File: config.mk
export PLATFORM = sky130hd
export DESIGN_NAME = station_sched
export DESIGN_NICKNAME = d
export VERILOG_FILES = /design/src/rtl/station_sched.sv
export SDC_FILE = /design/constraint.sdc
export NUM_CORES = 1
export LEC_CHECK = 0
export ABC_AREA = 1
export CAP_MARGIN = 15
export CORE_UTILIZATION = 36
export DETAILED_ROUTE_END_ITERATION = 7
export PLACE_DENSITY = 0.67
export SYNTH_ARGS = -nofsm -noshare
export SYNTH_HDL_FRONTEND = slang
export SYNTH_SLANG_ARGS = --single-unit
File: constraint.sdc
create_clock -name clk -period 3.7 [get_ports clk]
set_input_delay 0.74 -clock clk [delete_from_list [all_inputs] [get_ports clk]]
set_output_delay 0.74 -clock clk [all_outputs]
set_load 0.005 [all_outputs]
File: src/rtl/station_sched.sv
// Issue scheduler for two reservation stations sharing one execute port.
// Latency: combinational ack in the grant cycle; issue bus and ld_addr registered one cycle later.
// Backpressure: ex_stall suppresses any grant; ungranted stations hold req until acked.
module station_sched #(
    parameter int WB_LAT = 2,
    parameter int LD_MAX = 3
) (
    input  logic        clk,
    input  logic        a_rst_n,
    input  logic        st0_req,
    input  logic [35:0] st0_uop,
    input  logic [10:0] st0_lock,
    output logic        st0_ack,
    output logic        st0_ld_addr,
    input  logic        st1_req,
    input  logic [35:0] st1_uop,
    input  logic [10:0] st1_lock,
    output logic        st1_ack,
    output logic        st1_ld_addr,
    input  logic        ex_stall,
    input  logic        lsu_wb,
    output logic        iss_valid,
    output logic        iss_sel,
    output logic [35:0] iss_uop,
    output logic [2:0]  ld_cnt
);

    logic [7:0][1:0] sb_q, sb_d;
    logic            fav_q, fav_d;
    logic            iss_valid_q, iss_valid_d;
    logic            iss_sel_q, iss_sel_d;
    logic [35:0]     iss_uop_q, iss_uop_d;
    logic [1:0]      ld_addr_q, ld_addr_d;
    logic [2:0]      ld_cnt_q, ld_cnt_d;

    logic [7:0]  busy;
    logic [35:0] uop [2];
    logic [10:0] lock [2];
    logic [1:0]  req, elig, blk;
    logic        gnt_vld, gnt_sel, gnt_ld, ld_dec;
    logic [35:0] gnt_uop;

    assign req     = {st1_req, st0_req};
    assign uop[0]  = st0_uop;
    assign uop[1]  = st1_uop;
    assign lock[0] = st0_lock;
    assign lock[1] = st1_lock;

    always_comb begin
        busy = '0;
        for (int r = 0; r < 8; r++) begin
            busy[r] = |sb_q[r];
        end
    end

    // blk[g] is only consulted when g is not favoured, so the other station is the favoured one
    for (genvar g = 0; g < 2; g++) begin : g_st
        logic [2:0]  a, b, dr;
        logic        dw, ld, byp;
        logic [10:0] ol;

        assign a   = uop[g][19:17];
        assign b   = uop[g][16:14];
        assign dw  = uop[g][13];
        assign dr  = uop[g][12:10];
        assign ld  = uop[g][2];
        assign byp = uop[g][0];
        assign ol  = lock[g ^ 1];

        assign elig[g] = req[g] & ~ex_stall & ~busy[a] & (byp | ~busy[b])
                       & (~dw | ~busy[dr]) & (~ld | (ld_cnt_q < 3'(LD_MAX)));
        assign blk[g]  = req[g ^ 1] & ((ld & ol[10])
                       | (dw & ((dr == ol[5:3]) | (dr == ol[2:0])))
                       | (ol[9] & ((a == ol[8:6]) | (~byp & (b == ol[8:6])))));
    end

    always_comb begin
        gnt_vld = 1'b0;
        gnt_sel = fav_q;
        if (elig[fav_q]) begin
            gnt_vld = 1'b1;
        end else if (elig[~fav_q] && !blk[~fav_q]) begin
            gnt_vld = 1'b1;
            gnt_sel = ~fav_q;
        end
    end

    assign gnt_uop = gnt_sel ? uop[1] : uop[0];
    assign gnt_ld  = gnt_vld & gnt_uop[2];
    assign ld_dec  = lsu_wb & (ld_cnt_q != 3'd0);
    assign st0_ack = a_rst_n & gnt_vld & ~gnt_sel;
    assign st1_ack = a_rst_n & gnt_vld & gnt_sel;

    always_comb begin
        for (int r = 0; r < 8; r++) begin
            sb_d[r] = sb_q[r];
            if (gnt_vld && gnt_uop[13] && (gnt_uop[12:10] == 3'(r))) begin
                sb_d[r] = 2'(WB_LAT);
            end else if (busy[r]) begin
                sb_d[r] = sb_q[r] - 2'd1;
            end
        end
        fav_d       = gnt_vld ? ~gnt_sel : fav_q;
        iss_valid_d = gnt_vld;
        iss_sel_d   = gnt_vld ? gnt_sel : iss_sel_q;
        iss_uop_d   = gnt_vld ? gnt_uop : iss_uop_q;
        ld_addr_d   = {gnt_ld & gnt_sel, gnt_ld & ~gnt_sel};
        ld_cnt_d    = ld_cnt_q;
        if (gnt_ld && !ld_dec) begin
            ld_cnt_d = ld_cnt_q + 3'd1;
        end else if (!gnt_ld && ld_dec) begin
            ld_cnt_d = ld_cnt_q - 3'd1;
        end
    end

    always_ff @(posedge clk or negedge a_rst_n) begin
        if (!a_rst_n) begin
            sb_q        <= '0;
            fav_q       <= 1'b0;
            iss_valid_q <= 1'b0;
            iss_sel_q   <= 1'b0;
            iss_uop_q   <= '0;
            ld_addr_q   <= '0;
            ld_cnt_q    <= '0;
        end else begin
            sb_q        <= sb_d;
            fav_q       <= fav_d;
            iss_valid_q <= iss_valid_d;
            iss_sel_q   <= iss_sel_d;
            iss_uop_q   <= iss_uop_d;
            ld_addr_q   <= ld_addr_d;
            ld_cnt_q    <= ld_cnt_d;
        end
    end

    assign iss_valid   = iss_valid_q;
    assign iss_sel     = iss_sel_q;
    assign iss_uop     = iss_uop_q;
    assign ld_cnt      = ld_cnt_q;
    assign st0_ld_addr = ld_addr_q[0];
    assign st1_ld_addr = ld_addr_q[1];

endmodule

==> flow_summary.html <==
<table>
<tr><th>Metric</th><th>Value</th></tr>
<tr><th colspan="2">Routing</th></tr>
<tr><td>Detailed-route via count</td><td>4307</td></tr>
<tr><td>Met2 routed wirelength</td><td>6.07 mm</td></tr>
<tr><td>Average detailed-routed wire length per instance</td><td>14.4 um</td></tr>
<tr><td>Total wire length</td><td>12.7 mm</td></tr>
<tr><td>Iteration count of the initial detailed-routing pass</td><td>5</td></tr>
<tr><td>Remaining antenna violation count</td><td>0</td></tr>
<tr><td>Met1 Routed Length</td><td>5.31 mm</td></tr>
<tr><td>Routed via count divided by cell count</td><td>4.88</td></tr>
<tr><td>Met3 wire len</td><td>871 um</td></tr>
<tr><td>Drt initial violations</td><td>241</td></tr>
<tr><td>Max Used Layer</td><td>met4</td></tr>
<tr><td>Number of design rule violations left after detail routing</td><td>0</td></tr>
<tr><th colspan="2">Floorplan</th></tr>
<tr><td>Initial Util</td><td>37.2%</td></tr>
<tr><td>Die width</td><td>108 um</td></tr>
<tr><td>Number of primary I/O pins</td><td>145</td></tr>
<tr><td>Vert. Die Dim</td><td>108 um</td></tr>
<tr><td>Area of the die</td><td>11700 um^2</td></tr>
<tr><td>Core region area</td><td>10900 um^2</td></tr>
<tr><td>Std cell rows</td><td>38</td></tr>
<tr><th colspan="2">Global routing</th></tr>
<tr><td>Number of global-route vias before repair</td><td>4293</td></tr>
<tr><td>Pin count of the biggest net entering global routing</td><td>61</td></tr>
<tr><td>Initial antenna violation count</td><td>0</td></tr>
<tr><td>Wire length of the first global-routing pass</td><td>20.1 mm</td></tr>
<tr><td>Overall global routing resource usage</td><td>22.4%</td></tr>
<tr><td>Overflow after GRT</td><td>0</td></tr>
<tr><th colspan="2">STA</th></tr>
<tr><td>Unrepaired setup endpoints after global routing</td><td>false</td></tr>
<tr><td>Slew of the pin with the lowest slew margin</td><td>0.792 ns</td></tr>
<tr><td>Max Transition Viols Final</td><td>0</td></tr>
<tr><td>Final critical path time including I/O delays and setup</td><td>3.54 ns</td></tr>
<tr><td>Max-Slew Margin vs Limit</td><td>47.2%</td></tr>
<tr><td>Final Setup Violations</td><td>0</td></tr>
<tr><td>Worst-case setup margin in the final layout</td><td>0.160 ns</td></tr>
<tr><td>Maximum frequency from static timing analysis</td><td>0.282 GHz</td></tr>
<tr><td>Setup Skew</td><td>0.00988 ns</td></tr>
<tr><td>Final period utilization</td><td>95.7%</td></tr>
<tr><td>Hold violation count in the final report</td><td>0</td></tr>
<tr><th colspan="2">Layout</th></tr>
<tr><td>Number of inserted diodes</td><td>0</td></tr>
<tr><td>Layout Cell Area excl Fill</td><td>5930 um^2</td></tr>
<tr><td>Share of post-route cells with drive strength above 1</td><td>10.5%</td></tr>
<tr><td>Post-layout util</td><td>54.5%</td></tr>
<tr><td>Synth-to-layout area growth</td><td>46.3%</td></tr>
<tr><td>Layout net count</td><td>856</td></tr>
<tr><td>Number of filler cells placed in the layout</td><td>1064</td></tr>
<tr><th colspan="2">Synthesis</th></tr>
<tr><td>Cell with the most instances after synthesis</td><td>nand2_1</td></tr>
<tr><td>Summed instance area of the synthesized netlist</td><td>4050 um^2</td></tr>
<tr><td>Cell type contributing the most total cell area after synthesis</td><td>dfrtp_1</td></tr>
<tr><td>Synth Warn #</td><td>0</td></tr>
<tr><td>Async SR Flop Fraction</td><td>100%</td></tr>
<tr><td>Unique cell type count in the Yosys netlist</td><td>34</td></tr>
<tr><td>EDFF count, synth</td><td>0</td></tr>
<tr><td>Synthesis-stage register bit count</td><td>60</td></tr>
<tr><td>Synthesized net count</td><td>698</td></tr>
<tr><td>Top cell types by occurrence after synthesis</td><td>nand2_1 (220), nand3_1 (69), dfrtp_1 (60)</td></tr>
<tr><td>Share of synthesized area occupied by flip-flops and latches</td><td>37.0%</td></tr>
<tr><td>Top area cells in the synthesized netlist</td><td>dfrtp_1 (37%), nand2_1 (20%), nand3_1 (8.5%)</td></tr>
<tr><td>Post-Syn Area per Cell</td><td>6.99 um^2</td></tr>
<tr><td>Main flop type after synthesis</td><td>dfrtp_1</td></tr>
<tr><td>Fraction of post-synthesis cell area in the top cell type by area</td><td>37.0%</td></tr>
<tr><td>Gate count of the mapped netlist</td><td>580</td></tr>
<tr><th colspan="2">Critical path</th></tr>
<tr><td>Nature of the critical path endpoint</td><td>output pin</td></tr>
<tr><td>Kind of start point of the critical path</td><td>input pin</td></tr>
<tr><td>Reg-to-reg critical path endpoint</td><td>ld_cnt[2]$_DFFE_PN0P_</td></tr>
<tr><td>R2r setup slk</td><td>0.39 ns</td></tr>
<tr><td>Launching point of the worst reg2reg path</td><td>sb_q[10]$_DFFE_PN0P_</td></tr>
<tr><td>Cell family with the largest share of critical-path delay</td><td>buffers and inverters</td></tr>
<tr><td>Maximum fanout encountered on the critical timing path</td><td>5</td></tr>
<tr><td>CP max stage cell</td><td>clkdlybuf4s50_1</td></tr>
<tr><td>R2r worst-path depth</td><td>24</td></tr>
<tr><td>Series of cell instances along the critical path</td><td>clkdlybuf4s50_1, inv_1, nand3_1, nand3_1, nand3_1, inv_1, nor2_4, nand3_2, nand2_4, inv_4, nor2_1, clkdlybuf4s50_1</td></tr>
<tr><td>Critical path class</td><td>input pin to output pin</td></tr>
<tr><td>CP bufs+invs</td><td>5</td></tr>
<tr><td>Delay of the slowest cell on the worst path</td><td>0.53 ns</td></tr>
<tr><td>Arr. time, crit path</td><td>2.80 ns</td></tr>
<tr><td>Worst EP required</td><td>2.96 ns</td></tr>
<tr><td>Most frequent CP cell</td><td>nand3_1</td></tr>
<tr><th colspan="2">Min path</th></tr>
<tr><td>Capture endpoint of the worst hold path</td><td>iss_uop[2]$_DFFE_PN0N_</td></tr>
<tr><td>Hold WC Path Type</td><td>flop to flop</td></tr>
<tr><td>Startpoint of the most critical hold path</td><td>iss_uop[2]$_DFFE_PN0N_</td></tr>
<tr><td>Cells on Worst Hold Path</td><td>2</td></tr>
<tr><th colspan="2">Power</th></tr>
<tr><td>Share of power burned in registers</td><td>30.4%</td></tr>
<tr><td>Power share of the combinational group</td><td>52.9%</td></tr>
<tr><td>Switching share of power</td><td>38.9%</td></tr>
<tr><td>Leakage power total</td><td>2.91 nW</td></tr>
<tr><td>Peak supply drop</td><td>0.252 mV</td></tr>
<tr><td>Clock network power share</td><td>16.7%</td></tr>
<tr><td>Power density over cell area</td><td>645 nW/um^2</td></tr>
<tr><td>Power spent charging and discharging nets</td><td>1.49 mW</td></tr>
<tr><td>Internal power</td><td>2.34 mW</td></tr>
<tr><th colspan="2">Placed design</th></tr>
<tr><td>Post-detail-place hpwl</td><td>9.80 mm</td></tr>
<tr><td>Final weighted congestion of routability-driven global placement</td><td>0.920</td></tr>
<tr><td>Standard cell area after detailed placement</td><td>5730 um^2</td></tr>
<tr><td>Buffers added on ports</td><td>144</td></tr>
<tr><td>Post-placement setup slack</td><td>-0.122 ns</td></tr>
<tr><th colspan="2">Clocking</th></tr>
<tr><td>Clock insertion delay at the later pin of the skew report</td><td>0.36 ns</td></tr>
<tr><td>H-Tree Depth</td><td>3</td></tr>
<tr><td>Hold-fix buffers at CTS</td><td>0</td></tr>
<tr><td>TritonCTS clock tree</td><td>done</td></tr>
<tr><td>Post-CTS setup-driven buffer insertion count</td><td>0</td></tr>
<tr><td>Clk pin slew, worst setup/hold paths</td><td>0.07 ns</td></tr>
<tr><td>Maximum root-to-sink buffer count</td><td>2</td></tr>
<tr><td>TritonCTS buffer count</td><td>9</td></tr>
<tr><td>CTS sink cnt</td><td>60</td></tr>
<tr><td>CTS Root Buffer Type</td><td>clkbuf_8</td></tr>
<tr><th colspan="2">Run status</th></tr>
<tr><td>Status</td><td>finished clean</td></tr>
<tr><th colspan="2">Flow run</th></tr>
<tr><td>Max-cap violations</td><td>0</td></tr>
</table>
[final cells by class]
type                            count  area, um^2  area share [%]
Inverter                           65         246            4.16
Clock buffer                       12         165            2.78
Multi-Input combinational cell    431        2170            36.6
Tap cell                          140         175            2.95
Clock inverter                      3        45.0           0.759
Sequential cell                    60        1500            25.3
Timing Repair Buffer              171        1630            27.5
[worst max path at each step]
stage,cells after the start,to,slack [ns],start
2_1_floorplan,20,ld_cnt[1]$_DFFE_PN0P_,0.61,st1_uop[17]
4_1_cts,12,st0_ack,0.15,st0_uop[15]
6_report,12,st0_ack,0.16,st0_uop[15]
3_3_place_gp,15,st1_ack,-0.08,st0_uop[14]
3_5_place_dp,17,st1_ack,-0.12,st0_uop[17]
5_1_grt,13,st0_ack,0.009,sb_q[10]$_DFFE_PN0P_
[worst register-to-register path, cell delays in order, from the launching register on]
cell,delay [ns]
dfrtp_1,0.41
inv_1,0.10
ha_1,0.39
nand2_1,0.11
nand3_1,0.11
nand3_1,0.07
nand3_1,0.17
inv_1,0.10
nor2_4,0.13
nand2_2,0.08
nand2_1,0.06
inv_1,0.05
nand2_2,0.08
inv_2,0.06
nor2_4,0.10
nand2_1,0.05
inv_1,0.06
nor2_1,0.05
inv_1,0.06
ha_1,0.14
inv_1,0.07
fa_1,0.38
a21oi_1,0.14
o21ai_0,0.11
xnor2_1,0.14
[cells by family (layout without fill, tap and decap cells)]
kind of cell	Yosys count	count (layout)	share of synthesized area, %
XOR/XNOR	17	17	3.67
AND/OR/NAND/NOR	355	355	37.7
adder cells (fa/ha/maj)	18	18	5.74
AO/OA/AOI/OAI	40	40	6.05
multiplexers	1	1	0.278
buffers and inverters	89	251	9.48
flip-flops	60	60	37.0
[sequential cells by signal, summed over array words and instances (netlist names)]
| name | flops |
|---|---|
| fav_q | 1 |
| iss_valid | 1 |
| sb_q | 16 |
| iss_sel | 1 |
| ld_cnt | 3 |
| iss_uop | 36 |
| ld_addr_q | 2 |
[power groups by stage]
stage                     clock, mW  combinational, mW  sequential, mW
final                         0.639               2.02            1.16
after global routing          0.678               2.27            1.20
after CTS                     0.654               2.04            1.16
after detailed placement          0               2.02            1.18
after global placement            0               1.96            1.16
after floorplan                   0               1.14            1.17
[through the flow]
step	std cells	power, mW	hold slack [ns]	TNS [ns]
final	882	3.83	0.483	0
after CTS	882	3.86	0.491	0
after detailed placement	867	3.20	0.472	-0.325
after floorplan	580	2.31	0.444	0
after global placement	867	3.12	0.468	-0.105
after global routing	882	4.15	0.521	0
[cells in the final DEF, fill, tap and decap left out, drive strengths merged]
cell / instances
nand2: 236
clkdlybuf4s50: 135
nand3: 71
inv: 65
dfrtp: 60
nor2: 42
buf: 28
o21ai: 19
ha: 17
a21oi: 12
clkbuf: 12
xnor2: 9
xor2: 8
dlygate4sd2: 8
o211ai: 5
nand4: 4
a22oi: 3
clkinvlp: 2
o31ai: 1
nand3b: 1
nor3: 1
mux2: 1
fa: 1
bufinv: 1
[metal layers]
layer	vias up	GRT usage (%)
li1	2125	-
met1	1981	27.2
met2	167	37.7
met3	34	4.28
met4	0	11.4
met5	-	0
[what timing repair did]
| item | in CTS | in global routing |
|---|---|---|
| gates resized for setup | 8 | 0 |
| endpoints found under the setup margin | 1 | 0 |
| endpoints found under the hold margin | 0 | 0 |
Note: power is estimated with default switching activity, not from simulation.
